===== src/rtl/mem_arb_pkg.sv =====
// Shared types and default widths for the unified memory port arbiter.
package mem_arb_pkg;

  typedef enum logic [1:0] {
    IDLE,
    ACCESS,
    DONE
  } arb_state_t;

  typedef enum logic {
    OWN_I,
    OWN_D
  } arb_owner_t;

  localparam int ADDR_W_DEF = 16;
  localparam int DATA_W_DEF = 32;

endpackage


===== src/rtl/arb_wait_counter.sv =====
// Loadable down-counter with a zero flag; stops at zero.
module arb_wait_counter #(
  parameter int CNT_W = 2
) (
  input  logic             Clock,
  input  logic             Reset,
  input  logic             load,
  input  logic [CNT_W-1:0] loadValue,
  input  logic             dec,
  output logic [CNT_W-1:0] count,
  output logic             isZero
);

  // Load takes priority over decrement; never wraps below zero.
  always_ff @(posedge Clock) begin
    // NOTE: non-blocking so every flop samples pre-edge values.
    if (Reset) begin
      count <= '0;
    end else if (load) begin
      count <= loadValue;
    end else if (dec && (count != '0)) begin
      count <= count - CNT_W'(1);
    end
  end

  assign isZero = (count == '0);

endmodule


===== src/rtl/mem_port_arbiter.sv =====
// Arbitrates one single-ported memory between instruction fetch and
// load/store, holding each access for MEM_LAT cycles.
module mem_port_arbiter
  import mem_arb_pkg::*;
#(
  parameter int ADDR_W     = ADDR_W_DEF,
  parameter int DATA_W     = DATA_W_DEF,
  parameter int MEM_LAT    = 2,
  parameter int STARVE_MAX = 3
) (
  input  logic              Clock,
  input  logic              Reset,
  input  logic              IReq,
  input  logic [ADDR_W-1:0] IAddr,
  output logic [DATA_W-1:0] IData,
  output logic              IValid,
  input  logic              DReq,
  input  logic              DWrite,
  input  logic [ADDR_W-1:0] DAddr,
  input  logic [DATA_W-1:0] DWData,
  output logic [DATA_W-1:0] DRData,
  output logic              DValid,
  output logic              Stall,
  output logic [ADDR_W-1:0] MemAddr,
  output logic [DATA_W-1:0] MemWData,
  output logic              MemRead,
  output logic              MemWrite,
  input  logic [DATA_W-1:0] MemRData
);

  localparam int CNT_W = $clog2(MEM_LAT + 1);
  localparam int STV_W = $clog2(STARVE_MAX + 1);

  arb_state_t       state;
  arb_state_t       stateNext;
  arb_owner_t       owner;
  logic [ADDR_W-1:0] latAddr;
  logic [DATA_W-1:0] latWData;
  logic             latWrite;
  logic [STV_W-1:0] starveCnt;
  logic [CNT_W-1:0] waitCount;
  logic             waitZero;

  logic grantD;
  logic grantI;
  logic lastCycle;
  logic isRead;

  // Data side wins unless fetch has been passed over STARVE_MAX times in a row.
  assign grantD    = (state == IDLE) && DReq &&
                     (!IReq || (starveCnt < STV_W'(STARVE_MAX)));
  assign grantI    = (state == IDLE) && !grantD && IReq;
  assign lastCycle = (state == ACCESS) && (waitCount == CNT_W'(1));
  assign isRead    = (owner == OWN_I) || !latWrite;

  arb_wait_counter #(
    .CNT_W(CNT_W)
  ) u_wait (
    .Clock    (Clock),
    .Reset    (Reset),
    .load     (grantD || grantI),
    .loadValue(CNT_W'(MEM_LAT)),
    .dec      ((state == ACCESS) && !waitZero),
    .count    (waitCount),
    .isZero   (waitZero)
  );

  // State register.
  always_ff @(posedge Clock) begin
    if (Reset) state <= IDLE;
    else       state <= stateNext;
  end

  // Next-state and strobe/valid decode.
  always_comb begin
    // NOTE: defaults first so no path leaves a signal unassigned (no latch).
    stateNext = state;
    MemRead   = 1'b0;
    MemWrite  = 1'b0;
    IValid    = 1'b0;
    DValid    = 1'b0;
    unique case (state)
      IDLE:   if (grantD || grantI) stateNext = ACCESS;
      ACCESS: begin
        MemRead  = isRead;
        MemWrite = (owner == OWN_D) && latWrite;
        if (lastCycle) stateNext = DONE;
      end
      DONE: begin
        IValid    = (owner == OWN_I);
        DValid    = (owner == OWN_D);
        stateNext = IDLE;
      end
      default: stateNext = IDLE;
    endcase
  end

  // Capture owner and request fields at grant; held through the access.
  always_ff @(posedge Clock) begin
    if (Reset) begin
      owner    <= OWN_I;
      latAddr  <= '0;
      latWData <= '0;
      latWrite <= 1'b0;
    end else if (grantD) begin
      owner    <= OWN_D;
      latAddr  <= DAddr;
      latWData <= DWData;
      latWrite <= DWrite;
    end else if (grantI) begin
      owner    <= OWN_I;
      latAddr  <= IAddr;
      latWrite <= 1'b0;
    end
  end

  // Read data is sampled on the last access edge; stores leave DRData alone.
  always_ff @(posedge Clock) begin
    if (Reset) begin
      IData  <= '0;
      DRData <= '0;
    end else if (lastCycle && isRead) begin
      if (owner == OWN_I) IData  <= MemRData;
      else                DRData <= MemRData;
    end
  end

  // Count consecutive data grants that bypassed a waiting fetch.
  always_ff @(posedge Clock) begin
    if (Reset) begin
      starveCnt <= '0;
    end else if (grantI) begin
      starveCnt <= '0;
    end else if (grantD && IReq && (starveCnt != STV_W'(STARVE_MAX))) begin
      starveCnt <= starveCnt + STV_W'(1);
    end
  end

  assign MemAddr  = latAddr;
  assign MemWData = latWData;
  assign Stall    = (IReq && !IValid) || (DReq && !DValid);

endmodule


===== config.mk =====
export PLATFORM = sky130hd
export DESIGN_NAME = mem_port_arbiter
export DESIGN_NICKNAME = d
export VERILOG_FILES = /design/src/rtl/mem_arb_pkg.sv /design/src/rtl/arb_wait_counter.sv /design/src/rtl/mem_port_arbiter.sv
export SDC_FILE = /design/constraint.sdc
export NUM_CORES = 1
export LEC_CHECK = 0
export CAP_MARGIN = 5
export CORE_ASPECT_RATIO = 1.5
export CORE_MARGIN = 4
export CORE_UTILIZATION = 42
export CTS_CLUSTER_DIAMETER = 150
export CTS_CLUSTER_SIZE = 16
export DETAILED_ROUTE_END_ITERATION = 10
export PLACE_DENSITY_LB_ADDON = 0.05
export SETUP_SLACK_MARGIN = 0.15
export SLEW_MARGIN = 5
export SYNTH_ARGS = -nofsm -noshare
export SYNTH_HDL_FRONTEND = slang
export SYNTH_HIERARCHICAL = 1
export SYNTH_SLANG_ARGS = --single-unit

===== constraint.sdc =====
create_clock -name Clock -period 1.9 [get_ports Clock]
set_input_delay 0.38 -clock Clock [delete_from_list [all_inputs] [get_ports Clock]]
set_output_delay 0.38 -clock Clock [all_outputs]
set_load 0.005 [all_outputs]

==> results.json, run 1 <==
{
  "drv_slew": 0,
  "dr.pass1.iters": 5,
  "cp_data_required_time_ps": 1520,
  "drt_iter0_markers": 251,
  "synth_edf_count": 0,
  "finalClockSkew_ps": 13.2,
  "h-tree-depth": 4,
  "path_common_cell": "buf_6",
  "routed_wirelength_um": 16100,
  "postSynthCellCount": 588,
  "finalSetupViolations": 0,
  "die-area_um2": 13300,
  "die_x_um": 95.4,
  "hold_buffers": 0,
  "grt_max_degree": 66,
  "coreArea_um2": 11100,
  "clk_pin_slew_ps": 50,
  "grt_pass1_vias": 5119,
  "seq_power_share_pct": 38.4,
  "clk_path_buf_depth": 2,
  "slowest_delay_ps": 340,
  "yosysSeqAreaShare_pct": 49.9,
  "p_comb_share_pct": 16.1,
  "outcome": "finished clean",
  "cts_tree": "built",
  "grt_antenna_before_repair": 0,
  "cp-start-kind": "flip-flop",
  "placed_cell_area_um2": 7160,
  "initial_core_util_pct": 43.3,
  "wl_per_cell_um": 17.0,
  "max_clock_freq_ghz": 0.544,
  "vdd_ir_drop_max_mv": 0.625,
  "drive_gt1_share_pct": 11.4,
  "final.period_utilization_pct": 96.7,
  "cp_data_arrival_time_ps": 1460,
  "syn_nets": 691,
  "ys_warn_count": 6,
  "synth.distinct_cells": 36,
  "ys.flop_type": "dfxtp_1",
  "finalInstanceArea_um2": 7910,
  "cap_violations": 0,
  "num_vias": 5228,
  "finalCriticalPeriod_ps": 1840,
  "path_cells": "buf_6 -> buf_6 -> nor3b_2 -> buf_4 -> o22ai_2 -> buf_2",
  "remaining_drc_errors": 0,
  "grt_usage_pct": 23.2,
  "path_max_fanout": 4,
  "p_leak_nw": 2.72,
  "power.share.clock_pct": 45.4,
  "overflow": 0,
  "grt_pass1_wl_um": 24800,
  "root_buffer": "clkbuf_16",
  "async_flop_share_pct": 0,
  "syn_to_final_growth_pct": 64.4,
  "fp-row-count": 47,
  "insertion_delay_ps": 410,
  "fin_nets": 893,
  "intPower_mw": 5.40,
  "swShare_pct": 23.7,
  "numCtsBuffers": 17,
  "ant_nets": 0,
  "nFillCells": 870,
  "syn-cell-area_um2": 4810,
  "fp.dieH_um": 139,
  "clock_sinks": 120,
  "hold_class": "in2reg",
  "avgSynthCellArea_um2": 8.19,
  "avgViaCountPerCell": 5.52,
  "tightest_slew_ps": 555,
  "dp_hpwl_um": 10700,
  "finalWeightedCongestion": 0.807,
  "p_per_area_nw_per_um2": 896,
  "ys_ff_latch": 120,
  "critPathKind": "reg2out",
  "finalHoldViolCount": 0,
  "slowest_stage": "dfxtp_4",
  "p_switching_mw": 1.68,
  "io_buffers": 217,
  "cp-end-kind": "primary output",
  "slew_headroom_pct": 63.0,
  "ioPinCount": 218,
  "grt_setup_unrepaired": "true",
  "diodes": 0,
  "post-route-util_pct": 71.2
}
==> final timing paths <==
| path | endpoint | cells past startpoint | from | slack [ps] |
|---|---|---|---|---|
| setup / recovery | Stall | 6 | state[0] | 60 |
| hold / removal | MemWData[18] | 2 | Reset | 310 |
| setup reg to reg | DRData[18] | 7 | state[0] | 150 |
| hold reg to reg | DRData[11] | 2 | DRData[11] | 470 |
==> stage by stage <==
stage / hold slack (ps) / instances / power (mW) / setup WS (ps) / setup TNS (ps)
global route: 310 / 947 / 7.34 / 19.2 / 0
global placement: 446 / 911 / 3.84 / -87.0 / -1160
CTS: 295 / 944 / 7.09 / 27.0 / 0
finish: 307 / 947 / 7.09 / 62.9 / 0
floorplan: 436 / 588 / 3.22 / 338 / 0
detailed placement: 458 / 911 / 3.86 / -85.6 / -1470
==> layout make-up <==
type,instances,area [um^2],share of cell area (%)
well taps,147,184,2.32
clock buffers,21,470,5.95
flip-flops and latches,120,2410,30.5
inverters,7,26.3,0.332
clock inverters,8,123,1.55
multi-input cells,398,2210,27.9
repair buffers,246,2490,31.4
==> synth_stat cells (2+ instances only) <==
cell	n	area share, %
conb_1	2	0.16
a311oi_1	16	2.9
a21oi_1	102	11
nand2b_1	2	0.26
buf_2	18	1.9
nand3_1	97	10
o211ai_1	2	0.31
buf_4	2	0.31
buf_6	2	0.47
nand2_1	39	3.0
nor2_1	4	0.31
clkbuf_1	41	3.2
o21ai_0	96	10
dfxtp_1	120	50
nor3b_1	2	0.31
nor3_1	16	1.7
ha_1	2	0.52
inv_1	7	0.55
==> critical path: cells and delay by family (launching register included) <==
kind | cells | cell delay [ps]
buffers and inverters | 4 | 510
AND/OR/NAND/NOR | 1 | 150
flip-flops | 1 | 340
AO/OA/AOI/OAI | 1 | 60
==> state kept, by name, indices dropped and copies added, names as in the netlist, 2 cells and up <==
name / cells
starveCnt: 2
MemAddr: 16
state: 2
MemWData: 32
DRData: 32
IData: 32
u_wait/count: 2
==> cells by family (layout without fill, tap and decap cells) <==
family,after synthesis,count (layout),synth area share (%)
buffers and inverters,70,282,6.39
other,2,2,0.156
adder cells (fa/ha/maj),2,2,0.520
AND/OR/NAND/NOR,173,173,18.4
XOR/XNOR,1,1,0.182
flip-flops,120,120,49.9
AO/OA/AOI/OAI,220,220,24.5
==> layer usage <==
metal  part of all wire (%)  track usage (%)  up-vias  wire length, um
met5                      0                0        -                0
met4                    2.1             7.57        0              333
met3                    7.2             7.33       24             1160
met2                     53             41.5      188             8540
met1                     38             25.3     2512             6080
li1                       -                -     2504                -
==> timing repair <==
item,in CTS,in global routing
pin swaps,3,3
buffers inserted,4,3
resized for setup,25,31
setup endpoints to repair,5,39
==> layout by cell type, fill, tap and decap left out, types with 3 or more instances in the layout <==
cell	n
a21oi_1	101
a311oi_1	16
buf_12	8
buf_4	19
buf_6	5
bufinv_16	3
clkbuf_16	17
clkbuf_8	3
clkdlybuf4s50_1	211
clkinvlp_4	3
dfxtp_1	117
dfxtp_4	3
inv_1	7
nand2_1	39
nand3_1	97
nor2_1	4
nor3_1	6
nor3_2	10
o21ai_0	86
o21ai_1	10
==> power by group through the flow <==
stage	registers, mW	clock network [mW]	logic [mW]
floorplan	2.77	0	0.447
global placement	2.77	0	1.07
detailed placement	2.78	0	1.09
CTS	2.72	3.26	1.11
global route	2.74	3.37	1.23
finish	2.72	3.22	1.14
(Power assumes the default switching activity.)
==> inputs of run 2 (changes only) <==
--- a/config.mk
+++ b/config.mk
@@ -5,7 +5,6 @@
 export SDC_FILE = /design/constraint.sdc
 export NUM_CORES = 1
 export LEC_CHECK = 0
-export CAP_MARGIN = 5
 export CORE_ASPECT_RATIO = 1.5
 export CORE_MARGIN = 4
 export CORE_UTILIZATION = 42
==> results of run 2 <==
The final DEF is identical to that of run 1; final timing and power are the same.
==> inputs of run 3 (changes only) <==
--- a/config.mk
+++ b/config.mk
@@ -5,13 +5,15 @@
 export SDC_FILE = /design/constraint.sdc
 export NUM_CORES = 1
 export LEC_CHECK = 0
+export ABC_AREA = 1
 export CORE_ASPECT_RATIO = 1.5
 export CORE_MARGIN = 4
-export CORE_UTILIZATION = 42
+export CORE_UTILIZATION = 43
 export CTS_CLUSTER_DIAMETER = 150
 export CTS_CLUSTER_SIZE = 16
 export DETAILED_ROUTE_END_ITERATION = 10
 export PLACE_DENSITY_LB_ADDON = 0.05
+export REMOVE_ABC_BUFFERS = 1
 export SETUP_SLACK_MARGIN = 0.15
 export SLEW_MARGIN = 5
 export SYNTH_ARGS = -nofsm -noshare
==> run 3 against run 2 <==
- non-clock buffer count shrank 3
- worst hold slack better by 160 ps
- cell count rose by 18%
- critical path depth unchanged
- flip-flop and latch count unchanged
- clock power grew 2%
- synthesized cell count grew 28%
- critical path type unchanged
- largest cell class unchanged
==> results.json, run 3 <==
{
  "dr.pass1.iters": 6,
  "grt_setup_unrepaired": "true",
  "synth.most_common_cell": "nor2_1",
  "fp-row-count": 49,
  "initial_core_util_pct": 43.8,
  "routed_wirelength_um": 16300,
  "grt_antenna_before_repair": 0,
  "outcome": "finished clean",
  "p_leak_nw": 3.46,
  "mostFrequentLayoutCell": "clkdlybuf4s50_1",
  "max_clock_freq_ghz": 0.564,
  "drive_gt1_share_pct": 8.39,
  "clock_sinks": 120,
  "synth.top_cell.area_share_pct": 45.6,
  "cp_data_required_time_ps": 1520,
  "h-tree-depth": 4,
  "grt_pass1_vias": 5392,
  "synth.distinct_cells": 25,
  "numCtsBuffers": 17,
  "clk_pin_slew_ps": 50,
  "yosysSeqAreaShare_pct": 45.6,
  "grt_usage_pct": 22.4,
  "syn_to_final_growth_pct": 56.7,
  "avgSynthCellArea_um2": 7.00,
  "power.total_mw": 7.63,
  "insertion_delay_ps": 400,
  "nFillCells": 1041,
  "hold_buffers": 0,
  "async_flop_share_pct": 0,
  "fp.dieH_um": 144,
  "slowest_delay_ps": 350,
  "cts_tree": "built",
  "fin_nets": 1056,
  "die-area_um2": 14100,
  "syn-cell-area_um2": 5270,
  "postSynthCellCount": 752,
  "diodes": 0,
  "slowest_stage": "dfxtp_4",
  "num_vias": 5640,
  "finalWeightedCongestion": 0.814,
  "multi_input_area_um2": 2360,
  "hold_class": "reg2reg",
  "avgViaCountPerCell": 5.04,
  "dp_hpwl_um": 11300,
  "final_cell_mix": "clkdlybuf4s50_1 (212), nor2_1 (169), dfxtp_1 (117), nand2_1 (113), nand4_1 (80)",
  "grt_max_degree": 65,
  "holdWs_ps": 469,
  "finalHoldViolCount": 0,
  "overflow": 0,
  "vdd_ir_drop_max_mv": 0.656,
  "p_per_area_nw_per_um2": 924,
  "synth_edf_count": 0,
  "ioPinCount": 218,
  "grt_pass1_wl_um": 25800,
  "io_buffers": 217,
  "clk_path_buf_depth": 2,
  "path_cells": "inv_2 -> nor3_2 -> buf_4 -> buf_6 -> o22ai_4 -> buf_2",
  "ant_nets": 0,
  "ys_warn_count": 6,
  "finalInstanceArea_um2": 8250,
  "regArea_um2": 2410,
  "cp_data_arrival_time_ps": 1390,
  "drv_slew": 0,
  "cap_violations": 0,
  "ys.flop_type": "dfxtp_1",
  "critPathKind": "reg2out",
  "root_buffer": "clkbuf_16",
  "path_max_fanout": 3,
  "remaining_drc_errors": 0,
  "crit_buf_inv": 4,
  "finalSetupTns_ps": 0,
  "wl_per_cell_um": 14.6,
  "drt_iter0_markers": 202,
  "synth_area_leaders": "dfxtp_1 (46%), nor2_1 (12%), nand4_1 (9.5%)",
  "cp-end-kind": "primary output",
  "yosys.area.top_type": "dfxtp_1",
  "ys_ff_latch": 120,
  "finalSetupViolations": 0,
  "finalClockSkew_ps": 10.8,
  "coreArea_um2": 12000,
  "synthTopCellsByCount": "nor2_1 (169), dfxtp_1 (120), nand2_1 (113)",
  "cp-start-kind": "flip-flop",
  "placed_cell_area_um2": 7590,
  "finalCriticalPeriod_ps": 1770,
  "final.period_utilization_pct": 93.3,
  "cpLargestDelayFamily": "buffers and inverters",
  "die_x_um": 98.4
}
run 3: cells by family after synthesis:
group                      count (synthesis)  share of synthesized area (%)
and+or+nand+nor                          411                           34.9
DFF                                      120                           45.6
other                                      2                          0.143
buffers and inverters                    127                           10.2
adders and majority gates                  2                          0.475
AOI/OAI and AO/OA                         90                           8.65
run 3: worst register-to-register path, cell delays in order, from the launching register on:
cell and delay (ps):
dfxtp_2 320, buf_4 140, nor2_4 290, nand3_2 180, nand2_1 190, inv_2 60, nand2_1 100, nand2_1 70
nand2_1 70, nor2_2 30
run 3: path summary, 6_finish.rpt:
kind         cells after the start  slack [ps]         start               to
max                              6         130         owner            Stall
min                              2         470  starveCnt[1]     starveCnt[1]
max reg2reg                      9         350      state[1]  u_wait/count[0]
min reg2reg                      2         470  starveCnt[1]     starveCnt[1]
run 3: where the power goes:
part	total, mW	leakage [nW]	switching (mW)	internal, mW
clock network	3.30	0.295	1.14	2.16
registers	2.84	0.984	0.118	2.72
logic	1.49	2.18	0.720	0.769
total	7.63	3.46	1.97	5.65
run 3: area by class of cell:
type / instances / share of cell area (%)
clock inverter: 11 / 1.76
clock buffer: 21 / 5.70
sequential: 120 / 29.2
inverter: 66 / 3.00
tap: 153 / 2.32
multi-input combinational: 505 / 28.6
timing repair buffer: 243 / 29.4
run 3: through the flow:
| step | util (%) | setup WS, ps | std cells |
|---|---|---|---|
| 6_report | 68.7 | 128 | 1119 |
| 5_1_grt | 68.7 | 75.6 | 1119 |
| 4_1_cts | 68.6 | -45.5 | 1118 |
| 3_5_place_dp | 63.2 | -123 | 1084 |
| 3_3_place_gp | 63.2 | -107 | 1084 |
| 2_1_floorplan | - | -1600 | 691 |
run 3: metal layers:
layer | vias to the layer above | global-route usage [%] | part of all wire [%]
met2 | 236 | 39.3 | 51
met4 | 0 | 9.35 | 2.0
met5 | - | 0 | 0
met1 | 2532 | 24.5 | 38
li1 | 2852 | - | -
met3 | 20 | 7.82 | 8.7
run 3: timing repair:
item / 4_1_cts / 5_1_grt
setup buffers: 2 / 1
resized for setup: 14 / 10
setup endpoints to repair: 5 / 4
pin swaps: 0 / 1
hold endpoints to repair: 0 / 0
